--- config.mk ---
export PLATFORM = sky130hd
export DESIGN_NAME = fetch_prefetch_unit
export DESIGN_NICKNAME = d
export VERILOG_FILES = /design/src/rtl/fetch_prefetch_unit_pkg.sv /design/src/rtl/fetch_prefetch_unit_fetch_queue.sv /design/src/rtl/fetch_prefetch_unit.sv
export SDC_FILE = /design/constraint.sdc
export NUM_CORES = 1
export LEC_CHECK = 0
export BUFFER_PORTS_ARGS = -buffer_cell sky130_fd_sc_hd__buf_2
export CORE_MARGIN = 3
export CORE_UTILIZATION = 50
export CTS_CLUSTER_DIAMETER = 200
export CTS_CLUSTER_SIZE = 28
export DETAILED_ROUTE_END_ITERATION = 6
export PLACE_DENSITY = 0.72
export SLEW_MARGIN = 40
export SYNTH_ARGS = -nofsm -noshare
export SYNTH_HDL_FRONTEND = slang
export SYNTH_SLANG_ARGS = --single-unit
--- constraint.sdc ---
create_clock -name clk -period 7.09 [get_ports clk]
set_input_delay 1.0635 -clock clk [delete_from_list [all_inputs] [get_ports clk]]
set_output_delay 1.0635 -clock clk [all_outputs]
set_load 0.01 [all_outputs]
--- src/rtl/fetch_prefetch_unit_pkg.sv ---
// Shared fetch-path types: ibus request/response, exception causes and the
// entry format handed from the prefetch queue to decode.
package fetch_prefetch_unit_pkg;

    localparam int XLEN = 64;
    localparam int ILEN = 32;

    typedef enum logic [4:0] {
        INSTRUCTION_ADDRESS_MISALIGNED = 5'd0,
        INSTRUCTION_ACCESS_FAULT       = 5'd1,
        ILLEGAL_INSTRUCTION            = 5'd2,
        BREAKPOINT                     = 5'd3,
        SUPERVISOR_SOFTWARE_INTERRUPT  = 5'd17,
        MACHINE_SOFTWARE_INTERRUPT     = 5'd19,
        SUPERVISOR_TIMER_INTERRUPT     = 5'd21,
        MACHINE_TIMER_INTERRUPT        = 5'd23,
        SUPERVISOR_EXTERNAL_INTERRUPT  = 5'd25,
        MACHINE_EXTERNAL_INTERRUPT     = 5'd27
    } exception_t;

    typedef struct packed {
        logic            valid;
        logic [XLEN-1:0] addr;
    } ibus_req_t;

    typedef struct packed {
        logic            addr_ok;
        logic            data_ok;
        logic [ILEN-1:0] data;
    } ibus_resp_t;

    typedef struct packed {
        logic [XLEN-1:0] pc;
        logic [XLEN-1:0] pc_plus4;
        logic [ILEN-1:0] instr;
        logic            exception_valid;
        exception_t      exception;
    } fetch_entry_t;

    function automatic fetch_entry_t make_entry(input logic [XLEN-1:0] pc,
                                                input logic [ILEN-1:0] instr,
                                                input logic            exc_valid,
                                                input exception_t      exc);
        fetch_entry_t e;
        e.pc              = pc;
        e.pc_plus4        = pc + 64'd4;
        e.instr           = instr;
        e.exception_valid = exc_valid;
        e.exception       = exc;
        return e;
    endfunction

endpackage

--- src/rtl/fetch_prefetch_unit_fetch_queue.sv ---
// Circular buffer of fetch entries; head is visible combinationally so a
// completion lands at the queue output on the following cycle.
module fetch_queue
    import fetch_prefetch_unit_pkg::*;
#(
    parameter int unsigned DEPTH = 4
) (
    input  logic                         clk,
    input  logic                         rst,
    input  logic                         flush,
    input  logic                         enq,
    input  fetch_entry_t                 enq_data,
    input  logic                         deq,
    output fetch_entry_t                 head_data,
    output logic [$clog2(DEPTH+1)-1:0]   count,
    output logic                         full,
    output logic                         empty
);
    localparam int PW = $clog2(DEPTH);
    localparam int CW = $clog2(DEPTH+1);

    fetch_entry_t   mem [DEPTH];
    logic [PW-1:0]  head_reg;
    logic [PW-1:0]  tail_reg;
    logic [CW-1:0]  count_reg;
    logic           do_enq;
    logic           do_deq;

    assign full      = (count_reg == CW'(DEPTH));
    assign empty     = (count_reg == '0);
    assign count     = count_reg;
    assign head_data = mem[head_reg];
    assign do_enq    = enq && !flush && !full;
    assign do_deq    = deq && !flush && !empty;

    always_ff @(posedge clk) begin
        if (rst || flush) begin
            head_reg  <= '0;
            tail_reg  <= '0;
            count_reg <= '0;
        end else begin
            if (do_enq) tail_reg <= tail_reg + PW'(1);
            if (do_deq) head_reg <= head_reg + PW'(1);
            case ({do_enq, do_deq})
                2'b10:   count_reg <= count_reg + CW'(1);
                2'b01:   count_reg <= count_reg - CW'(1);
                default: count_reg <= count_reg;
            endcase
        end
    end

    always_ff @(posedge clk) begin
        if (do_enq) mem[tail_reg] <= enq_data;
    end

endmodule

--- src/rtl/fetch_prefetch_unit.sv ---
// Instruction prefetch front end: PC/request control, redirect squashing and
// in-order injection of misaligned-fetch and interrupt entries ahead of decode.
module fetch_prefetch_unit
    import fetch_prefetch_unit_pkg::*;
#(
    parameter int unsigned DEPTH  = 4,
    parameter logic [63:0] PCINIT = 64'h8000_0000
) (
    input  logic         clk,
    input  logic         rst,
    output ibus_req_t    ibus_req,
    input  ibus_resp_t   ibus_resp,
    input  logic         redirect_en,
    input  logic [63:0]  redirect_addr,
    input  logic         hold,
    input  logic         int_pending,
    input  exception_t   int_cause,
    output logic         out_valid,
    input  logic         out_ready,
    output fetch_entry_t out_entry
);
    localparam int CW = $clog2(DEPTH+1);

    logic         req_valid_reg;
    logic [63:0]  req_addr_reg;
    logic [63:0]  fetch_pc_reg;
    logic         squash_reg;
    logic         halted_reg;

    fetch_entry_t q_head;
    fetch_entry_t q_enq_data;
    logic [CW-1:0] q_count;
    logic         q_full;
    logic         q_empty;
    logic [CW:0]  occupancy;

    logic complete, int_take, int_accept, flush, room, can_issue;
    logic issue, misalign, resp_enq, q_enq, q_deq;

    assign complete   = req_valid_reg && ibus_resp.addr_ok && ibus_resp.data_ok;
    assign int_take   = int_pending && !halted_reg;
    assign int_accept = int_take && out_ready && !redirect_en;
    assign flush      = redirect_en || int_accept;

    // The outstanding request already owns a slot, so it counts against capacity.
    assign occupancy  = {1'b0, q_count} + {{CW{1'b0}}, req_valid_reg};
    assign room       = !q_full && (occupancy < (CW+1)'(DEPTH));
    assign can_issue  = !req_valid_reg && !halted_reg && !hold && !flush && room;
    assign issue      = can_issue && (fetch_pc_reg[1:0] == 2'b00);
    assign misalign   = can_issue && (fetch_pc_reg[1:0] != 2'b00);

    assign resp_enq   = complete && !squash_reg;
    assign q_enq      = resp_enq || misalign;
    assign q_enq_data = misalign
                      ? make_entry(fetch_pc_reg, '0, 1'b1, INSTRUCTION_ADDRESS_MISALIGNED)
                      : make_entry(req_addr_reg, ibus_resp.data, 1'b0, INSTRUCTION_ADDRESS_MISALIGNED);
    assign q_deq      = !q_empty && out_ready && !int_take && !redirect_en;

    fetch_queue #(.DEPTH(DEPTH)) u_queue (
        .clk       (clk),
        .rst       (rst),
        .flush     (flush),
        .enq       (q_enq),
        .enq_data  (q_enq_data),
        .deq       (q_deq),
        .head_data (q_head),
        .count     (q_count),
        .full      (q_full),
        .empty     (q_empty)
    );

    assign ibus_req  = '{valid: req_valid_reg, addr: req_addr_reg};
    assign out_valid = int_take || !q_empty;

    // A pending interrupt masks the head so it is taken in program order.
    always_comb begin
        out_entry = '0;
        if (int_take)
            out_entry = make_entry(q_empty ? fetch_pc_reg : q_head.pc, '0, 1'b1, int_cause);
        else if (!q_empty)
            out_entry = q_head;
    end

    always_ff @(posedge clk) begin
        if (rst) begin
            req_valid_reg <= 1'b0;
            req_addr_reg  <= PCINIT;
            fetch_pc_reg  <= PCINIT;
            squash_reg    <= 1'b0;
            halted_reg    <= 1'b0;
        end else begin
            if (complete) begin
                req_valid_reg <= 1'b0;
            end else if (issue) begin
                req_valid_reg <= 1'b1;
                req_addr_reg  <= fetch_pc_reg;
            end

            if (redirect_en)
                fetch_pc_reg <= redirect_addr;
            else if (issue)
                fetch_pc_reg <= fetch_pc_reg + 64'd4;

            if (flush)
                squash_reg <= req_valid_reg && !complete;
            else if (complete)
                squash_reg <= 1'b0;

            if (redirect_en)
                halted_reg <= 1'b0;
            else if (int_accept || misalign)
                halted_reg <= 1'b1;
        end
    end

endmodule
==> metrics.md <==
| Metric | Value |
|---|---|
| Post-CTS Resized | `0` |
| Share of layout cells above drive strength 1 | `19.0%` |
| Max-Cap Viols | `0` |
| # rows | `99` |
| Kind of end point of the critical path | `primary output` |
| Final hold violations | `0` |
| Area after DPL | `0.0399 mm2` |
| Critical Path Start Type | `flip-flop` |
| Total GRT Usage | `28.5%` |
| Met1 layer usage reported by global route | `39.2%` |
| Fmax | `166 MHz` |
| CTS tree | `built` |
| Net Switching | `1.80 mW` |
| Hold Path Class | `reg2reg` |
| Drt drc | `0` |
| Post-Synthesis Cells | `3135` |
| P per Cell Area | `190 mW/mm2` |
| Area leader, netlist | `edfxtp_1` |
| Post-CTS Setup Bufs | `0` |
| Post-Synth XOR/XNOR Area | `3.92%` |
| Simple-gate portion of the synthesized area | `15.5%` |
| Yosys top cell area share | `51.2%` |
| First-pass GRT wire length | `168000 um` |
| Synth Net Count | `3253` |
| Dpl hpwl | `77000 um` |
| Synth top area cells | `edfxtp_1 (51%), mux4_2 (8.9%), dfxtp_1 (7.5%), nand2_1 (6.6%), o21ai_0 (2.2%)` |
| Die ar. | `0.0779 mm2` |
| Synth Area in Adders | `0.322%` |
| P_leak | `14.3 nW` |
| Core area | `0.0735 mm2` |
| DR vias | `27500` |
| Relative max-transition margin | `37.8%` |
| GR Layer Usage met3 | `4.79%` |
| CTS Root Cell | `clkbuf_16` |
| Clk slew on worst S/H paths | `0.11 ns` |
| Via density | `6.38` |
| Crit path largest cell delay | `0.81 ns` |
| Die Ht | `279 um` |
| Seq cells post-synth | `776` |
| Final Wtd Congestion | `0.929` |
| Final Routed Wirelength | `114000 um` |
| Clock buffer depth | `3` |
| Comb pwr share | `6.7%` |
| Met2 Track Usage GR | `45.7%` |
| IR drop worst, VDD | `179 uV` |
| I/O pin cnt | `341` |
| Final setup viols | `0` |
| Worst-skew pair later-pin latency | `0.66 ns` |
| Slowest cell on crit path | `nor4_1` |
| Clock Sinks | `776` |
| Vias in the first global route | `26100` |
| Starting density of the core | `50.8%` |
| Sequential share of power | `64.9%` |
| Chip Width | `279 um` |
| Final Cycle Share | `84.8%` |
| FFs w/ async S/R, synth | `0%` |
| Compound-cell area share of the yosys netlist | `7.79%` |
| Syn. warnings | `0` |
| CP required | `6.03 ns` |
| Mapped Avg Cell Area | `11.9 um2` |
| Combinational family with the most area after synthesis | `simple AND/OR/NAND/NOR gates` |
| Clock power share | `28.4%` |
| RSZ-0062 raised after global routing | `false` |
| H-tree levels | `1` |
| Final net count | `3447` |
| Min Tclk post-route | `6.02 ns` |
| Outcome | `finished, final reports clean` |
| Max FFs per register | `636` |
| GRT overflow | `0` |
| Seq/Total Area, Yosys | `58.7%` |
| Ys flop type | `edfxtp_1` |
| Synth cell types | `77` |
| Number of synthesized flops with an enable pin | `636` |
| Top delay family on crit path | `simple AND/OR/NAND/NOR gates` |
| Clock skew | `0.0292 ns` |
| Initial antenna violation count | `4` |
| Drt first pass iters | `6` |
| Port bufs | `340` |
| Post-route cell area | `0.0408 mm2` |
| # fillers | `6100` |
| Placed insts | `4252` |
| Layout area overhead | `9.34%` |
| Top Usage Layer GRT | `met2` |
| Slew of the pin with the lowest slew margin | `0.923 ns` |
| Sw frac | `23.2%` |
| Most common cell in the netlist | `nand2_1` |
| Routed len/inst | `26.4 um` |
| Synth top cells by count | `nand2_1 (658), edfxtp_1 (636), clkbuf_1 (197)` |
| Antenna Nets Post-Route | `0` |
| Detailed Route Iter0 Violations | `3741` |
| Syn Std Cell Area | `0.0373 mm2` |
| Bufs and invs on worst path | `2` |
| Slew Viols, Final | `0` |
| Total CTS buffers | `31` |
| Largest net degree at the start of global routing | `102` |
| Non-filler cells, final | `4313` |
| Crit Path Class | `reg2out` |
| Crit path arrival time | `4.95 ns` |
| Crit path max fanout | `35` |
| Crit-path cells | `buf_12, mux4_1, nand3_1, a22oi_1, nand4_1, nor4_1, xor2_1, o21ai_0, buf_2` |
| Cell Int Power | `5.95 mW` |
| Cts hold-fix bufs | `0` |
| Post-synthesis mux area share | `10.5%` |
| Total chip power | `7.74 mW` |
| Setup TNS | `0 ns` |
per-stage QoR:
step                      hold slack [ns]  worst slack, ns  util [%]
after detailed placement            0.492             1.68      54.3
after CTS                           0.508            0.953      55.5
after global routing                0.531            0.804      55.5
final                               0.512             1.07      55.5
after floorplan                     0.482            0.304         -
after global placement              0.476             1.68      54.1
cell families (layout without fill, tap and decap cells):
logic type,count (synthesis),in the layout
XOR/XNOR,167,167
other,0,2
AO/OA/AOI/OAI,469,469
multiplexers,188,188
flip-flops,776,776
adder cells (fa/ha/maj),9,9
buffers and inverters,271,488
AND/OR/NAND/NOR,1255,1255
layer usage:
metal	wire, um	share of wire [%]	vias to the layer above
met5	19	0.017	-
met4	4970	4.4	4
met3	12100	11	232
met2	53400	47	1682
met1	43300	38	13600
li1	-	-	12000
layout by cell type, fill, tap and decap left out, types with 44 or more instances in the layout:
cell type	netlist	routed
and2_1	61	57
a21oi_1	131	131
o21ai_0	162	162
xor2_1	84	84
nor2_1	126	123
nand4_1	62	62
dfxtp_1	140	138
edfxtp_1	636	636
buf_4	3	46
mux4_2	147	147
buf_2	12	338
a22oi_1	44	44
nand3_1	146	146
nand2_1	658	657
and3_1	63	63
xnor2_1	83	83
final timing paths:
kind | cells after the start | endpoint | slack [ns] | startpoint
hold reg to reg | 1 | req_addr_reg[1] | 0.51 | req_addr_reg[1]
setup / recovery | 9 | out_entry[91] | 1.07 | flip-flop
setup reg to reg | 10 | u_queue.mem[0][96] | 3.19 | req_addr_reg[3]
hold / removal | 1 | req_addr_reg[1] | 0.51 | req_addr_reg[1]
worst reg2reg max path, cell delays in order, from the launching register on:
cell	delay, ns
dfxtp_1	0.56
ha_1	0.27
nand3_1	0.30
nor3_1	0.25
buf_4	0.21
or4b_2	0.75
nor3_1	0.19
buf_4	0.21
nand3_1	0.12
xor2_1	0.17
o21ai_0	0.59
layout make-up:
class                      instances  area, um2  share of cell area (%)
sequential                       776      21900                    53.7
multi-input combinational       2088      14300                    35.1
timing repair buffer             405       2370                    5.82
tap                              959       1200                    2.94
clock buffer                      55        866                    2.12
inverter                          27        104                   0.255
clock inverter                     1       8.76                  0.0215
antenna                            2       5.00                  0.0123
power groups by stage:
stage	combinational, mW	sequential (mW)	clock [mW]
2_1_floorplan	0.328	5.07	0
3_3_place_gp	0.497	5.13	0
3_5_place_dp	0.506	5.13	0
4_1_cts	0.508	5.02	2.23
5_1_grt	0.551	5.03	2.37
6_report	0.517	5.03	2.20
No activity file was read; power rests on OpenSTA's default activity.
